`src/rtl/cpu_pkg.sv`:
```
// Shared definitions for the CPU microstep sequencer: opcodes, control-word
// bit positions, ALU operation encodings and the sequencer state enum.
package cpu_pkg;

    localparam int CTRL_W = 16;

    // Opcodes (IR high nibble)
    localparam logic [3:0] OP_NOP = 4'b0000;
    localparam logic [3:0] OP_LDA = 4'b0001;
    localparam logic [3:0] OP_ADD = 4'b0010;
    localparam logic [3:0] OP_OUT = 4'b0011;
    localparam logic [3:0] OP_JMP = 4'b0100;
    localparam logic [3:0] OP_STA = 4'b0101;
    localparam logic [3:0] OP_LDI = 4'b0110;
    localparam logic [3:0] OP_SUB = 4'b0111;
    localparam logic [3:0] OP_HLT = 4'b1111;

    // Control-word bit positions, MSB first
    localparam int BIT_PC_IN     = 15;
    localparam int BIT_PC_OUT    = 14;
    localparam int BIT_PC_ADD    = 13;
    localparam int BIT_MAR_IN    = 12;
    localparam int BIT_RAM_IN    = 11;
    localparam int BIT_RAM_OUT   = 10;
    localparam int BIT_IR_IN     = 9;
    localparam int BIT_IR_OUT    = 8;
    localparam int BIT_A_IN      = 7;
    localparam int BIT_A_IMM_IN  = 6;
    localparam int BIT_A_OUT     = 5;
    localparam int BIT_B_IN      = 4;
    localparam int BIT_ALU_OUT   = 3;
    localparam int BIT_OUTPUT_IN = 2;
    localparam int ALU_OP_LSB    = 0;

    // alu_op encodings
    localparam logic [1:0] ALU_NONE = 2'b00;
    localparam logic [1:0] ALU_ADD  = 2'b01;
    localparam logic [1:0] ALU_SUB  = 2'b10;

    // Sequencer states
    typedef enum logic [2:0] {
        ST_IDLE   = 3'd0,
        ST_FETCH  = 3'd1,
        ST_EXEC   = 3'd2,
        ST_PAUSE  = 3'd3,
        ST_HALTED = 3'd4
    } state_t;

    // One-hot control word with a single signal asserted
    function automatic logic [CTRL_W-1:0] cbit(input int idx);
        return CTRL_W'(1) << idx;
    endfunction

    // Control word carrying only an alu_op value
    function automatic logic [CTRL_W-1:0] alu_word(input logic [1:0] op);
        return CTRL_W'(op) << ALU_OP_LSB;
    endfunction

endpackage

```
`src/rtl/ucode_rom.sv`:
```
// Combinational microcode ROM: (opcode, step) -> control word for that step
// plus a flag saying whether that step is the last one of the instruction.
module ucode_rom
    import cpu_pkg::*;
(
    input  logic [3:0]        opcode,
    input  logic [2:0]        step,
    output logic [CTRL_W-1:0] ctrl,
    output logic              last_step
);

    localparam logic [CTRL_W-1:0] PC_IN     = cbit(BIT_PC_IN);
    localparam logic [CTRL_W-1:0] PC_OUT    = cbit(BIT_PC_OUT);
    localparam logic [CTRL_W-1:0] PC_ADD    = cbit(BIT_PC_ADD);
    localparam logic [CTRL_W-1:0] MAR_IN    = cbit(BIT_MAR_IN);
    localparam logic [CTRL_W-1:0] RAM_IN    = cbit(BIT_RAM_IN);
    localparam logic [CTRL_W-1:0] RAM_OUT   = cbit(BIT_RAM_OUT);
    localparam logic [CTRL_W-1:0] IR_IN     = cbit(BIT_IR_IN);
    localparam logic [CTRL_W-1:0] IR_OUT    = cbit(BIT_IR_OUT);
    localparam logic [CTRL_W-1:0] A_IN      = cbit(BIT_A_IN);
    localparam logic [CTRL_W-1:0] A_IMM_IN  = cbit(BIT_A_IMM_IN);
    localparam logic [CTRL_W-1:0] A_OUT     = cbit(BIT_A_OUT);
    localparam logic [CTRL_W-1:0] B_IN      = cbit(BIT_B_IN);
    localparam logic [CTRL_W-1:0] ALU_OUT   = cbit(BIT_ALU_OUT);
    localparam logic [CTRL_W-1:0] OUTPUT_IN = cbit(BIT_OUTPUT_IN);

    // Microcode lookup; unused slots give an empty word marked as last
    always_comb begin
        ctrl      = '0;
        last_step = 1'b1;
        case (step)
            3'd1: begin
                ctrl      = PC_OUT | MAR_IN;
                last_step = 1'b0;
            end
            3'd2: begin
                ctrl = RAM_OUT | IR_IN | PC_ADD;
                case (opcode)
                    OP_LDA, OP_ADD, OP_OUT, OP_JMP,
                    OP_STA, OP_LDI, OP_SUB, OP_HLT: last_step = 1'b0;
                    default:                        last_step = 1'b1;
                endcase
            end
            3'd3: begin
                case (opcode)
                    OP_LDA, OP_ADD, OP_SUB, OP_STA: begin
                        ctrl      = IR_OUT | MAR_IN;
                        last_step = 1'b0;
                    end
                    OP_OUT:  ctrl = A_OUT | OUTPUT_IN;
                    OP_JMP:  ctrl = IR_OUT | PC_IN;
                    OP_LDI:  ctrl = IR_OUT | A_IMM_IN;
                    default: ctrl = '0;
                endcase
            end
            3'd4: begin
                case (opcode)
                    OP_LDA: ctrl = RAM_OUT | A_IN;
                    OP_ADD, OP_SUB: begin
                        ctrl      = RAM_OUT | B_IN;
                        last_step = 1'b0;
                    end
                    OP_STA:  ctrl = A_OUT | RAM_IN;
                    default: ctrl = '0;
                endcase
            end
            3'd5: begin
                case (opcode)
                    OP_ADD:  ctrl = ALU_OUT | A_IN | alu_word(ALU_ADD);
                    OP_SUB:  ctrl = ALU_OUT | A_IN | alu_word(ALU_SUB);
                    default: ctrl = '0;
                endcase
            end
            default: begin
                ctrl      = '0;
                last_step = 1'b1;
            end
        endcase
    end

endmodule

```
`src/rtl/cpu_sequencer.sv`:
```
// CPU microstep sequencer. Advances one microstep per step_en strobe and
// presents a registered control word for the step in progress. Handles
// free-run, pause at instruction boundaries, single-step and halt/restart.
// Handshake note: single and start are one-clk pulses with no ready; they are
// latched while the FSM is in the state that consumes them (PAUSE / HALTED)
// and held until the next step_en acts on them; elsewhere they are ignored.
module cpu_sequencer
    import cpu_pkg::*;
#(
    parameter int MAX_STEP = 5
) (
    input  logic              clk,
    input  logic              rst_n,
    input  logic              step_en,
    input  logic [3:0]        opcode,
    input  logic              run,
    input  logic              single,
    input  logic              start,
    output logic [CTRL_W-1:0] ctrl,
    output logic [2:0]        step,
    output logic              halted,
    output logic              paused,
    output logic [2:0]        dbg_state
);

    localparam logic [2:0] LAST_IDX = 3'(MAX_STEP);

    state_t            state_q, state_d;
    logic [2:0]        step_q, step_d;
    logic [CTRL_W-1:0] ctrl_q, ctrl_d;
    logic              last_q, last_d;
    logic              single_pend_q, single_pend_d;
    logic              start_pend_q, start_pend_d;

    logic [2:0]        rom_step;
    logic [CTRL_W-1:0] rom_ctrl;
    logic              rom_last;
    logic              single_seen;
    logic              start_seen;
    logic              advance;
    logic              to_pause;
    logic              to_halt;

    // Step that follows the current one; anything past the last step or past
    // MAX_STEP restarts at FETCH T1
    always_comb begin
        rom_step = 3'd1;
        if ((state_q == ST_FETCH || state_q == ST_EXEC) && !last_q &&
            step_q != 3'd0 && step_q < LAST_IDX) begin
            rom_step = step_q + 3'd1;
        end
    end

    ucode_rom u_rom (
        .opcode    (opcode),
        .step      (rom_step),
        .ctrl      (rom_ctrl),
        .last_step (rom_last)
    );

    // Next-state logic: state moves only on step_en; pulse latches update any cycle
    always_comb begin
        state_d       = state_q;
        step_d        = step_q;
        ctrl_d        = ctrl_q;
        last_d        = last_q;
        single_seen   = single_pend_q | (single & (state_q == ST_PAUSE));
        start_seen    = start_pend_q | (start & (state_q == ST_HALTED));
        single_pend_d = single_seen;
        start_pend_d  = start_seen;
        advance       = 1'b0;
        to_pause      = 1'b0;
        to_halt       = 1'b0;

        if (step_en) begin
            case (state_q)
                ST_IDLE: advance = 1'b1;
                ST_FETCH, ST_EXEC: begin
                    if (last_q) begin
                        if (opcode == OP_HLT && step_q >= 3'd3) begin
                            to_halt = 1'b1;
                        end else if (run) begin
                            advance = 1'b1;
                        end else begin
                            to_pause = 1'b1;
                        end
                    end else begin
                        advance = 1'b1;
                    end
                end
                ST_PAUSE: begin
                    if (run || single_seen) begin
                        advance       = 1'b1;
                        single_pend_d = 1'b0;
                    end
                end
                ST_HALTED: begin
                    if (start_seen) begin
                        advance      = 1'b1;
                        start_pend_d = 1'b0;
                    end
                end
                default: to_pause = 1'b0;
            endcase

            if (advance) begin
                state_d = (rom_step >= 3'd3) ? ST_EXEC : ST_FETCH;
                step_d  = rom_step;
                ctrl_d  = rom_ctrl;
                last_d  = rom_last;
            end else if (to_pause || to_halt) begin
                state_d = to_halt ? ST_HALTED : ST_PAUSE;
                step_d  = 3'd0;
                ctrl_d  = '0;
                last_d  = 1'b0;
            end else if (state_q != ST_PAUSE && state_q != ST_HALTED) begin
                // Unknown encoding: recover to IDLE with outputs quiet
                state_d = ST_IDLE;
                step_d  = 3'd0;
                ctrl_d  = '0;
                last_d  = 1'b0;
            end
        end
    end

    // State registers; reset drops ctrl immediately so no partial pulse survives
    always_ff @(posedge clk or negedge rst_n) begin
        if (!rst_n) begin
            state_q       <= ST_IDLE;
            step_q        <= 3'd0;
            ctrl_q        <= '0;
            last_q        <= 1'b0;
            single_pend_q <= 1'b0;
            start_pend_q  <= 1'b0;
        end else begin
            state_q       <= state_d;
            step_q        <= step_d;
            ctrl_q        <= ctrl_d;
            last_q        <= last_d;
            single_pend_q <= single_pend_d;
            start_pend_q  <= start_pend_d;
        end
    end

    assign ctrl      = ctrl_q;
    assign step      = step_q;
    assign halted    = (state_q == ST_HALTED);
    assign paused    = (state_q == ST_PAUSE);
    assign dbg_state = state_q;

endmodule

```
`config.mk`:
```
export PLATFORM = sky130hd
export DESIGN_NAME = cpu_sequencer
export DESIGN_NICKNAME = d
export VERILOG_FILES = /design/src/rtl/cpu_pkg.sv /design/src/rtl/ucode_rom.sv /design/src/rtl/cpu_sequencer.sv
export SDC_FILE = /design/constraint.sdc
export NUM_CORES = 1
export LEC_CHECK = 0
export CAP_MARGIN = 5
export CORE_ASPECT_RATIO = 1.25
export CORE_MARGIN = 2
export CORE_UTILIZATION = 52
export CTS_CLUSTER_SIZE = 8
export DETAILED_ROUTE_END_ITERATION = 10
export PLACE_DENSITY_LB_ADDON = 0.15
export SLEW_MARGIN = 20
export SYNTH_ARGS = -nofsm -noshare
export SYNTH_HDL_FRONTEND = slang
export SYNTH_SLANG_ARGS = --single-unit
```
`constraint.sdc`:
```
create_clock -name clk -period 4.45 [get_ports clk]
set_clock_uncertainty 0.2 [all_clocks]
set_input_delay 0.445 -clock clk [delete_from_list [all_inputs] [get_ports clk]]
set_output_delay 0.445 -clock clk [all_outputs]
set_load 0.02 [all_outputs]
```
==> impl_metrics.tcl <==
set metrics [dict create \
    yosys.area.top_type_share 0.428 \
    dp_hpwl_mm 2.43 \
    start_util 0.534 \
    grt_pass1_wl_mm 5.55 \
    rsz0062_at_grt "false" \
    cts_made_buffers 3 \
    nets 198 \
    hp-class "reg -> reg" \
    cp-end-kind "register" \
    cts_setup_buffers 0 \
    synth_top_family_by_area "compound AO/OA/AOI/OAI gates" \
    async_flop_share 1.00 \
    synthSimpleGateAreaFrac 0.193 \
    setup_viol 0 \
    first_global_vias 1210 \
    design_area_um2 1750 \
    avgSynthCellArea_um2 8.88 \
    synthMuxAreaShare 0 \
    fmax_ghz 0.338 \
    cts_root_buf "clkbuf_4" \
    synth_compound_area_frac 0.265 \
    ff2ff_path_depth 7 \
    gr-total-overflow 0 \
    startpoint "step[0]" \
    postSynthNetCount 171 \
    post_synth_num_cell_types 41 \
    worstPathArrival_ns 2.98 \
    yosys_warnings 0 \
    clock_sinks 24 \
    viasPerCell 5.85 \
    wl_per_cell_um 15.6 \
    slew_viol_final 0 \
    synthAdderAreaFrac 0.0268 \
    grt_util_all_layers 0.235 \
    synthFlopType "dfrtp_1" \
    yosysMostFrequentCell "nand2_1" \
    place_area_um2 1720 \
    drc 0 \
    synth_xor_area_frac 0.0187 \
    synth_edf_count 0 \
    clkTransAtPathRegs_ns 0.13 \
    synth_area_leaders "dfrtp_1 (43%), nand2_1 (7.0%), o21ai_0 (5.7%), a32o_1 (2.9%), ha_1 (2.7%)" \
    clk_latency_ns 0.31 \
    ant_nets 0 \
    crit_fanout 17 \
    placeableCoreArea_um2 2630 \
    die_area_um2 3130 \
    synth_top_cell_by_area "dfrtp_1" \
    io_pins 34 \
    drive_gt1_frac 0.0601 \
    rows 21 \
    netlist_instances 158 \
    maxSlewHeadroom 0.534 \
    tritoncts "built" \
    hold_viol 0 \
    die_w_um 50.5 \
    outcome "finished clean" \
    wl_mm 3.38 \
    crit_end "ctrl[11]" \
    power.total_mw 0.953 \
    vdd_drop_max_mv 0.260 \
    critical_path_class "reg -> reg" \
    die_h_um 62.1 \
    cts.path.max_buffers 2 \
    fin_tns_setup_ns 0 \
    critical_path_required_ns 4.47 \
    tightest_slew_ns 0.694 \
    port-buffer-count 33 \
    fin_cells 217 \
    powerDensity_nw_per_um2 544 \
    finalCritPeriodShare 0.664 \
    start_kind "register" \
    vias 1270 \
    gp_congestion 0.841 \
    syn_to_final_growth_pct 24.9 \
    r2r_slack_ns 1.50 \
    antenna_cells 0 \
    grt_max_degree 25 \
    ys_top_cells_by_count "nand2_1 (26), dfrtp_1 (24), o21ai_0 (16)" \
    htree_num_levels 1 \
    dp.cells 213 \
    min_period_ns 2.95 \
    r2r_start "step[0]" \
    dr.pass1.iters 4 \
    antenna_found_initial 0 \
    p_leak_nw 0.733 \
    synth-seq-area-share 0.428 \
    r2r-end "ctrl[11]" \
    max_cap_viol_count 0 \
    drt_iter0_drc 33 \
    syn_area_um2 1400 \
    ys_seq_elements 24 \
]
==> cells in the final DEF, fill, tap and decap left out, drive strengths merged, types with 2 or more instances in the layout <==
| master | count |
|---|---|
| nand2 | 26 |
| a21oi | 6 |
| o21ai | 18 |
| ha | 3 |
| dfrtp | 24 |
| nor3 | 3 |
| clkdlybuf4s50 | 32 |
| o41ai | 2 |
| nor3b | 2 |
| xnor2 | 3 |
| clkbuf | 3 |
| and2 | 3 |
| nand4 | 3 |
| nor2 | 8 |
| nand3 | 3 |
| nor2b | 2 |
| o31ai | 3 |
| a22o | 4 |
| buf | 2 |
| o211ai | 3 |
| inv | 10 |
| a32o | 4 |
==> cell families (layout without fill, tap and decap cells) <==
family	count (synthesis)	count (layout)
adder cells (fa/ha/maj)	3	3
XOR/XNOR	3	3
buffers and inverters	23	48
AND/OR/NAND/NOR	55	55
AO/OA/AOI/OAI	50	50
flip-flops	24	24
==> worst min-delay path by stage <==
stage,startpoint,endpoint,depth (start not counted)
2_1_floorplan,rst_n,ctrl[0],0
3_3_place_gp,ctrl[15],ctrl[15],2
3_5_place_dp,ctrl[15],ctrl[15],2
4_1_cts,ctrl[15],ctrl[15],2
5_1_grt,ctrl[6],ctrl[6],2
6_report,ctrl[15],ctrl[15],2
==> timing repair <==
item,CTS,global route
resized for setup,0,0
hold endpoints to repair,0,24
endpoints found under the setup margin,0,0
hold buffers,0,1
==> critical path, stage by stage (launching register included) <==
cell and delay, ns:
dfrtp_1 0.71, inv_1 0.23, ha_1 0.25, or2_2 0.29
a2111oi_4 0.44, and2_1 0.37, nand2_1 0.14, o31ai_2 0.23
==> report_power, final <==
group          switching, mW  leakage (nW)  total, mW  internal, mW
Clock                 0.0630        0.0138     0.0947        0.0317
Sequential            0.0675         0.318      0.331         0.264
Combinational          0.296         0.401      0.527         0.231
Total                  0.426         0.733      0.953         0.527
==> layer usage <==
layer / share of wire / GRT usage / up-vias
li1: - / - / 617
met1: 0.44 / 0.291 / 608
met2: 0.51 / 0.415 / 36
met3: 0.041 / 0.0311 / 9
met4: 0.017 / 0.104 / 0
met5: 0 / 0 / -
==> state kept, by name, summed over array words and instances, names as in the netlist <==
name / count
start_pend_q: 1
last_q: 1
step: 3
single_pend_q: 1
ctrl: 15
dbg_state: 3
==> area by class of cell <==
cell class                 count  area [um2]
fill                         240         876
tap                           34        42.5
inverter                      10        37.5
sequential                    24         601
timing repair buffer          35         343
multi-input combinational    111         706
clock buffer                   3        22.5
==> through the flow <==
step / setup slack [ns] / hold WS (ns) / utilization
2_1_floorplan: 1.74 / -0.0506 / -
3_3_place_gp: 1.59 / 0.258 / 0.656
3_5_place_dp: 1.53 / 0.268 / 0.656
4_1_cts: 1.51 / 0.301 / 0.665
5_1_grt: 1.34 / 0.330 / 0.667
6_report: 1.50 / 0.292 / 0.667
Note: power is estimated with default switching activity, not from simulation.
